## config.mk

```make
export PLATFORM = sky130hd
export DESIGN_NAME = arbitro_jogadores_flat
export DESIGN_NICKNAME = d
export VERILOG_FILES = /design/src/rtl/arbitro_jogadores_if.sv /design/src/rtl/arbitro_jogadores.sv /design/src/flat_wrapper.sv
export SDC_FILE = /design/constraint.sdc
export NUM_CORES = 1
export LEC_CHECK = 0
export BUFFER_PORTS_ARGS = -buffer_cell sky130_fd_sc_hd__buf_2
export CAP_MARGIN = 10
export CORE_ASPECT_RATIO = 1.75
export CORE_MARGIN = 2
export CORE_UTILIZATION = 53
export CTS_CLUSTER_SIZE = 24
export DETAILED_ROUTE_END_ITERATION = 8
export PLACE_DENSITY_LB_ADDON = 0.1
export SETUP_SLACK_MARGIN = 0.5
export SYNTH_ARGS = -nofsm -noshare
export SYNTH_HDL_FRONTEND = slang
export SYNTH_SLANG_ARGS = --single-unit
```

## constraint.sdc

```tcl
create_clock -name clock -period 4.2 [get_ports clock]
set_input_delay 0.21 -clock clock [delete_from_list [all_inputs] [get_ports clock]]
set_output_delay 0.21 -clock clock [all_outputs]
set_load 0.005 [all_outputs]
```

## src/rtl/arbitro_jogadores_if.sv

```systemverilog
// Buzzer arbiter bus: round control and button inputs toward the arbiter,
// grant/winner/lockout reporting back toward the game control unit.
interface arbitro_jogadores_if #(
  parameter int N_JOG = 4,
  parameter int L_BOT = 4,
  parameter int W_ID  = $clog2(N_JOG)
);
  logic                     inicia_rodada;
  logic                     habilita;
  logic                     reabre;
  logic [N_JOG*L_BOT-1:0]   botoes;
  logic                     fez_jogada;
  logic [L_BOT-1:0]         jogada;
  logic [W_ID-1:0]          vencedor;
  logic                     vencedor_valido;
  logic [N_JOG-1:0]         bloqueados;
  logic                     queimou;
  logic                     todos_bloqueados;
  logic [3:0]               db_estado;

  // Control-unit side: drives the round and the buttons, watches the result
  modport master (
    output inicia_rodada, habilita, reabre, botoes,
    input  fez_jogada, jogada, vencedor, vencedor_valido,
           bloqueados, queimou, todos_bloqueados, db_estado
  );

  // Arbiter side
  modport slave (
    input  inicia_rodada, habilita, reabre, botoes,
    output fez_jogada, jogada, vencedor, vencedor_valido,
           bloqueados, queimou, todos_bloqueados, db_estado
  );
endinterface

```

## src/rtl/arbitro_jogadores.sv

```systemverilog
// Multi-player buzzer arbiter. Grants the single answer slot to the first
// fresh press inside the answer window, breaks ties round-robin, and locks
// out players who press before the window opens or who already answered.
module arbitro_jogadores #(
  parameter int N_JOG = 4,
  parameter int L_BOT = 4,
  parameter int W_ID  = $clog2(N_JOG)
) (
  input logic                clock,
  input logic                reset,
  arbitro_jogadores_if.slave bus
);

  typedef enum logic [3:0] {
    OCIOSO    = 4'd0,
    ARMADO    = 4'd1,
    DISPUTA   = 4'd2,
    CONCEDIDO = 4'd3
  } estado_t;

  estado_t            estado_q, estado_d;
  logic [W_ID-1:0]    ponteiro_q, ponteiro_d;
  logic [N_JOG-1:0]   anterior_q, anterior_d;
  logic [N_JOG-1:0]   bloqueados_q, bloqueados_d;
  logic               vencedor_valido_q, vencedor_valido_d;
  logic [W_ID-1:0]    vencedor_q, vencedor_d;
  logic [L_BOT-1:0]   jogada_q, jogada_d;
  logic               fez_jogada_q, fez_jogada_d;
  logic               queimou_q, queimou_d;

  logic [N_JOG-1:0]   nivel;
  logic [N_JOG-1:0]   ed;
  logic [N_JOG-1:0]   candidatos;
  logic               achou;
  logic [W_ID-1:0]    escolhido;
  logic [W_ID-1:0]    proximo;
  logic [L_BOT-1:0]   jogada_escolhida;

  // Per-player press level and rising edge; a held button yields only one edge
  always_comb begin
    nivel = '0;
    for (int p = 0; p < N_JOG; p++) begin
      nivel[p] = |bus.botoes[p*L_BOT +: L_BOT];
    end
    ed         = nivel & ~anterior_q;
    anterior_d = nivel;
  end

  // Round-robin pick among eligible edges, scanning from the fairness pointer
  always_comb begin
    int idx;
    int sel;
    candidatos = ed & ~bloqueados_q;
    achou      = 1'b0;
    sel        = 0;
    for (int i = 0; i < N_JOG; i++) begin
      idx = int'(ponteiro_q) + i;
      if (idx >= N_JOG) begin
        idx = idx - N_JOG;
      end
      if (!achou && candidatos[idx]) begin
        achou = 1'b1;
        sel   = idx;
      end
    end
    escolhido        = W_ID'(sel);
    proximo          = (sel == N_JOG - 1) ? '0 : W_ID'(sel + 1);
    jogada_escolhida = bus.botoes[sel*L_BOT +: L_BOT];
  end

  // Round FSM: new-round pulse overrides everything, then per-state handling
  always_comb begin
    estado_d          = estado_q;
    ponteiro_d        = ponteiro_q;
    bloqueados_d      = bloqueados_q;
    vencedor_valido_d = vencedor_valido_q;
    vencedor_d        = vencedor_q;
    jogada_d          = jogada_q;
    fez_jogada_d      = 1'b0;
    queimou_d         = 1'b0;

    if (bus.inicia_rodada) begin
      estado_d          = ARMADO;
      bloqueados_d      = '0;
      vencedor_valido_d = 1'b0;
    end else begin
      case (estado_q)
        OCIOSO: begin
          estado_d = OCIOSO;
        end
        ARMADO: begin
          if (|ed) begin
            bloqueados_d = bloqueados_q | ed;
            queimou_d    = 1'b1;
          end
          if (bus.habilita) begin
            estado_d = DISPUTA;
          end
        end
        DISPUTA: begin
          if (achou) begin
            vencedor_d              = escolhido;
            jogada_d                = jogada_escolhida;
            fez_jogada_d            = 1'b1;
            vencedor_valido_d       = 1'b1;
            bloqueados_d[escolhido] = 1'b1;
            ponteiro_d              = proximo;
            estado_d                = CONCEDIDO;
          end else if (!bus.habilita) begin
            estado_d = OCIOSO;
          end
        end
        CONCEDIDO: begin
          if (bus.reabre) begin
            vencedor_valido_d = 1'b0;
            estado_d          = bus.habilita ? DISPUTA : OCIOSO;
          end
        end
        default: begin
          estado_d = OCIOSO;
        end
      endcase
    end
  end

  // State and output registers, cleared asynchronously by the active-low reset
  always_ff @(posedge clock or negedge reset) begin
    if (!reset) begin
      estado_q          <= OCIOSO;
      ponteiro_q        <= '0;
      anterior_q        <= '0;
      bloqueados_q      <= '0;
      vencedor_valido_q <= 1'b0;
      vencedor_q        <= '0;
      jogada_q          <= '0;
      fez_jogada_q      <= 1'b0;
      queimou_q         <= 1'b0;
    end else begin
      estado_q          <= estado_d;
      ponteiro_q        <= ponteiro_d;
      anterior_q        <= anterior_d;
      bloqueados_q      <= bloqueados_d;
      vencedor_valido_q <= vencedor_valido_d;
      vencedor_q        <= vencedor_d;
      jogada_q          <= jogada_d;
      fez_jogada_q      <= fez_jogada_d;
      queimou_q         <= queimou_d;
    end
  end

  assign bus.fez_jogada       = fez_jogada_q;
  assign bus.jogada           = jogada_q;
  assign bus.vencedor         = vencedor_q;
  assign bus.vencedor_valido  = vencedor_valido_q;
  assign bus.bloqueados       = bloqueados_q;
  assign bus.queimou          = queimou_q;
  assign bus.todos_bloqueados = &bloqueados_q;
  assign bus.db_estado        = estado_q;

endmodule
```

## src/flat_wrapper.sv

```systemverilog
// flat-port wrapper written by rule: the top's interface ports become plain ports
module arbitro_jogadores_flat 
#(
  parameter int N_JOG = 4,
  parameter int L_BOT = 4,
  parameter int W_ID  = $clog2(N_JOG)
)
  (clock, reset, bus_inicia_rodada, bus_habilita, bus_reabre, bus_botoes, bus_fez_jogada, bus_jogada, bus_vencedor, bus_vencedor_valido, bus_bloqueados, bus_queimou, bus_todos_bloqueados, bus_db_estado);
  arbitro_jogadores_if #(.N_JOG(N_JOG), .L_BOT(L_BOT), .W_ID(W_ID)) bus_i ();
  input logic clock;
  input logic reset;
  input wire logic [$bits(bus_i.inicia_rodada)-1:0] bus_inicia_rodada;
  input wire logic [$bits(bus_i.habilita)-1:0] bus_habilita;
  input wire logic [$bits(bus_i.reabre)-1:0] bus_reabre;
  input wire logic [$bits(bus_i.botoes)-1:0] bus_botoes;
  output wire logic [$bits(bus_i.fez_jogada)-1:0] bus_fez_jogada;
  output wire logic [$bits(bus_i.jogada)-1:0] bus_jogada;
  output wire logic [$bits(bus_i.vencedor)-1:0] bus_vencedor;
  output wire logic [$bits(bus_i.vencedor_valido)-1:0] bus_vencedor_valido;
  output wire logic [$bits(bus_i.bloqueados)-1:0] bus_bloqueados;
  output wire logic [$bits(bus_i.queimou)-1:0] bus_queimou;
  output wire logic [$bits(bus_i.todos_bloqueados)-1:0] bus_todos_bloqueados;
  output wire logic [$bits(bus_i.db_estado)-1:0] bus_db_estado;
  assign bus_i.inicia_rodada = bus_inicia_rodada;
  assign bus_i.habilita = bus_habilita;
  assign bus_i.reabre = bus_reabre;
  assign bus_i.botoes = bus_botoes;
  assign bus_fez_jogada = bus_i.fez_jogada;
  assign bus_jogada = bus_i.jogada;
  assign bus_vencedor = bus_i.vencedor;
  assign bus_vencedor_valido = bus_i.vencedor_valido;
  assign bus_bloqueados = bus_i.bloqueados;
  assign bus_queimou = bus_i.queimou;
  assign bus_todos_bloqueados = bus_i.todos_bloqueados;
  assign bus_db_estado = bus_i.db_estado;
  arbitro_jogadores #(.N_JOG(N_JOG), .L_BOT(L_BOT), .W_ID(W_ID)) u_core (.clock(clock), .reset(reset), .bus(bus_i));
endmodule
```

==> flow_summary.json <==
{
  "place.gp.congestion": 0.890,
  "ios": 39,
  "first_iter_violations": 51,
  "cts_root_buffer": "clkbuf_8",
  "seq_area_um2": 526,
  "use_met3_pct": 1.92,
  "tightest_slew_ps": 591,
  "layout-drive-gt1-share_pct": 29.2,
  "grt_pass1_vias": 1401,
  "overflow": 0,
  "crit_required_ps": 4350,
  "power_frac_seq_pct": 42.4,
  "reg2reg_to": "u_core.bus.jogada[2]",
  "syn_to_final_growth_pct": 15.5,
  "p_sw_mw": 0.187,
  "p_comb_share_pct": 34.0,
  "internal_power_mw": 0.370,
  "dpl-instance-area_um2": 1710,
  "synth_area_leaders": "dfrtp_1, mux4_2, ha_1, nor2_1, a21oi_1",
  "synth_edf_count": 0,
  "critPathMaxFanout": 10,
  "num_vias": 1420,
  "critPathLaunch": "u_core.ponteiro_q[1]",
  "netlist.area_leader.share_pct": 34.4,
  "track_usage_pct": 25.9,
  "ant_nets": 0,
  "rsz0062_at_grt": "false",
  "cts.path.max_buffers": 2,
  "grt_most_used_layer": "met2",
  "core_area_um2": 2720,
  "arrival_ps": 3310,
  "yosysMostFrequentCell": "dfrtp_1",
  "n_fill_cell": 251,
  "ys_seq_elements": 21,
  "clk_pin_slew_ps": 80,
  "met1_usage_pct": 29.9,
  "synth.largest_area_cell": "dfrtp_1",
  "rr_worst_depth": 9,
  "clk_latency_ps": 260,
  "cp-start-kind": "flop",
  "finalMaxSlewViolations": 0,
  "grt_pass1_wl_um": 6390,
  "final_area_um2": 1760,
  "status": "completed",
  "die-area_um2": 3340,
  "numCtsBuffers": 3,
  "syn_inst": 160,
  "clock_power_share_pct": 23.5,
  "post-route-util_pct": 64.8,
  "crit_chain": "inv_1 -> ha_1 -> nor4_1 -> a21oi_1 -> a21oi_1 -> a31oi_4 -> inv_2 -> mux4_2 -> a22o_1",
  "power.density_nw_per_um2": 316,
  "met2_usage_pct": 47.0,
  "maxCapViolations": 0,
  "wl_per_cell_um": 17.8,
  "async_flop_share_pct": 100,
  "via_per_inst": 6.40,
  "dp.final_hpwl_um": 3100,
  "cp-end-kind": "flop",
  "fin_ws_ps": 1040,
  "yosys_most_used_dff": "dfrtp_1",
  "multi_input_area_um2": 911,
  "setup_violations": 0,
  "max_stage_delay_ps": 600,
  "switching_share_pct": 33.6,
  "hold_viol": 0,
  "start_util_pct": 56.1,
  "critical_path_class": "flop to flop",
  "drt_wl_total_um": 3960,
  "rr_startpoint": "u_core.ponteiro_q[1]",
  "grt_max_degree": 22,
  "dpl_worst_slack_ps": 1100,
  "period_minus_slack_ps": 3160,
  "cts_resized": 0,
  "cts_tree": "yes",
  "die_h_um": 75.0,
  "port_buffers": 36,
  "antenna_found_initial": 0,
  "hp-class": "input pin to flop",
  "yosysUniqueCellTypes": 55,
  "ys_top_cells_by_count": "dfrtp_1, nor2_1, a21oi_1",
  "holdWs_ps": 175,
  "yosysSeqAreaShare_pct": 34.4,
  "cts_max_level": 1,
  "slew_headroom_pct": 60.3,
  "rrSetupSlack_ps": 1040,
  "crit_top_cell": "a21oi_1",
  "antennaDiodeCount": 0,
  "die_w_um": 44.6,
  "worstSetupEndpoint": "u_core.bus.jogada[2]",
  "netlist_area_um2": 1530,
  "fmax_mhz": 316,
  "num_rows": 25,
  "irDropWorstVdd_mv": 0.232,
  "synth_warnings": 0,
  "cts_sinks": 21,
  "drc_errors": 0,
  "leakagePower_nw": 0.826,
  "timing.final.crit_share_pct": 75.3,
  "fin_nets": 223,
  "timing.critical_path.slowest_stage_cell": "dfrtp_1",
  "avgSynthCellArea_um2": 9.54,
  "fin_tns_setup_ps": 0,
  "firstDrtPassIters": 4,
  "skew_ps": 1.36
}
[per-layer routing]
metal,up-vias,routed length (um)
met3,10,116
li1,675,-
met2,36,2280
met1,699,1460
met4,0,103
met5,-,0
[what timing repair did]
action | CTS | global route
hold buffers | 1 | 0
endpoints found under the hold margin | 21 | 0
buffers inserted | 0 | 0
[power by group through the flow]
stage	combinational, mW	clock, mW	sequential, mW
floorplan	0.125	0	0.241
global placement	0.183	0	0.239
detailed placement	0.187	0	0.240
CTS	0.189	0.133	0.236
global route	0.209	0.140	0.240
finish	0.189	0.131	0.236
[logic make-up (layout without fill, tap and decap cells)]
group	count (synthesis)	after routing	synth area share (%)
muxes	9	9	9.26
other	1	2	0.246
and+or+nand+nor	59	59	23.6
buffers and inverters	20	54	6.15
AOI/OAI and AO/OA	44	44	21.4
DFF	21	21	34.4
adders and majority gates	6	6	4.92
[placed cells by master (no fill, tap or decap), types with 2 or more instances in the layout]
cell	netlist	layout
buf_2	3	36
dfrtp_1	21	21
nor2_1	18	18
a21oi_1	10	10
inv_1	8	8
nand2_1	8	8
o21ai_0	7	7
ha_1	6	6
mux2i_1	4	4
nand3_1	4	4
mux4_2	4	4
nor3_1	3	3
or2_1	3	3
or3_1	3	3
nor2b_1	3	3
a22o_1	3	3
a221oi_1	3	3
clkbuf_8	0	3
nor4_4	2	2
nor4_2	2	2
o22ai_1	2	2
inv_2	2	2
nor4_1	2	2
a21o_1	2	2
a221o_1	2	2
and3_1	2	2
conb_1	1	2
buf_4	2	2
[sequential cells by signal (all words and copies together), names as in the netlist, 2 cells and up]
register,flops
u_core.bus.db_estado,2
u_core.bus.bloqueados,4
u_core.bus.vencedor,2
u_core.anterior_q,4
u_core.bus.jogada,4
u_core.ponteiro_q,2
[critical path, delay by kind of cell, from the launching register on]
| kind | cells | cell delay, ps |
|---|---|---|
| multiplexers | 1 | 520 |
| flip-flops | 1 | 600 |
| AO/OA/AOI/OAI | 4 | 730 |
| buffers and inverters | 2 | 380 |
| AND/OR/NAND/NOR | 1 | 370 |
| adder cells (fa/ha/maj) | 1 | 450 |
[final cells by class]
type,count,share of cell area (%)
Sequential cell,21,29.8
Timing Repair Buffer,39,11.6
Inverter,11,2.34
Tap cell,27,1.92
Clock inverter,1,0.284
Multi-Input combinational cell,120,51.7
Clock buffer,3,2.34
[how the worst min path moves through the flow]
stage                    from                    to  slack, ps  depth (start not counted)
3_5_place_dp            reset  u_core.ponteiro_q[0]        200                          1
4_1_cts        bus_botoes[15]  u_core.anterior_q[3]        180                          3
2_1_floorplan           reset  u_core.anterior_q[0]        -90                          0
5_1_grt        bus_botoes[15]  u_core.anterior_q[3]        200                          3
3_3_place_gp            reset  u_core.anterior_q[0]        190                          1
6_report       bus_botoes[15]  u_core.anterior_q[3]        180                          3
[through the flow]
| stage | total power, mW | std cells |
|---|---|---|
| 2_1_floorplan | 0.366 | 161 |
| 3_3_place_gp | 0.422 | 217 |
| 3_5_place_dp | 0.428 | 217 |
| 4_1_cts | 0.559 | 222 |
| 5_1_grt | 0.589 | 222 |
| 6_report | 0.556 | 222 |
No activity file was read; power rests on OpenSTA's default activity.
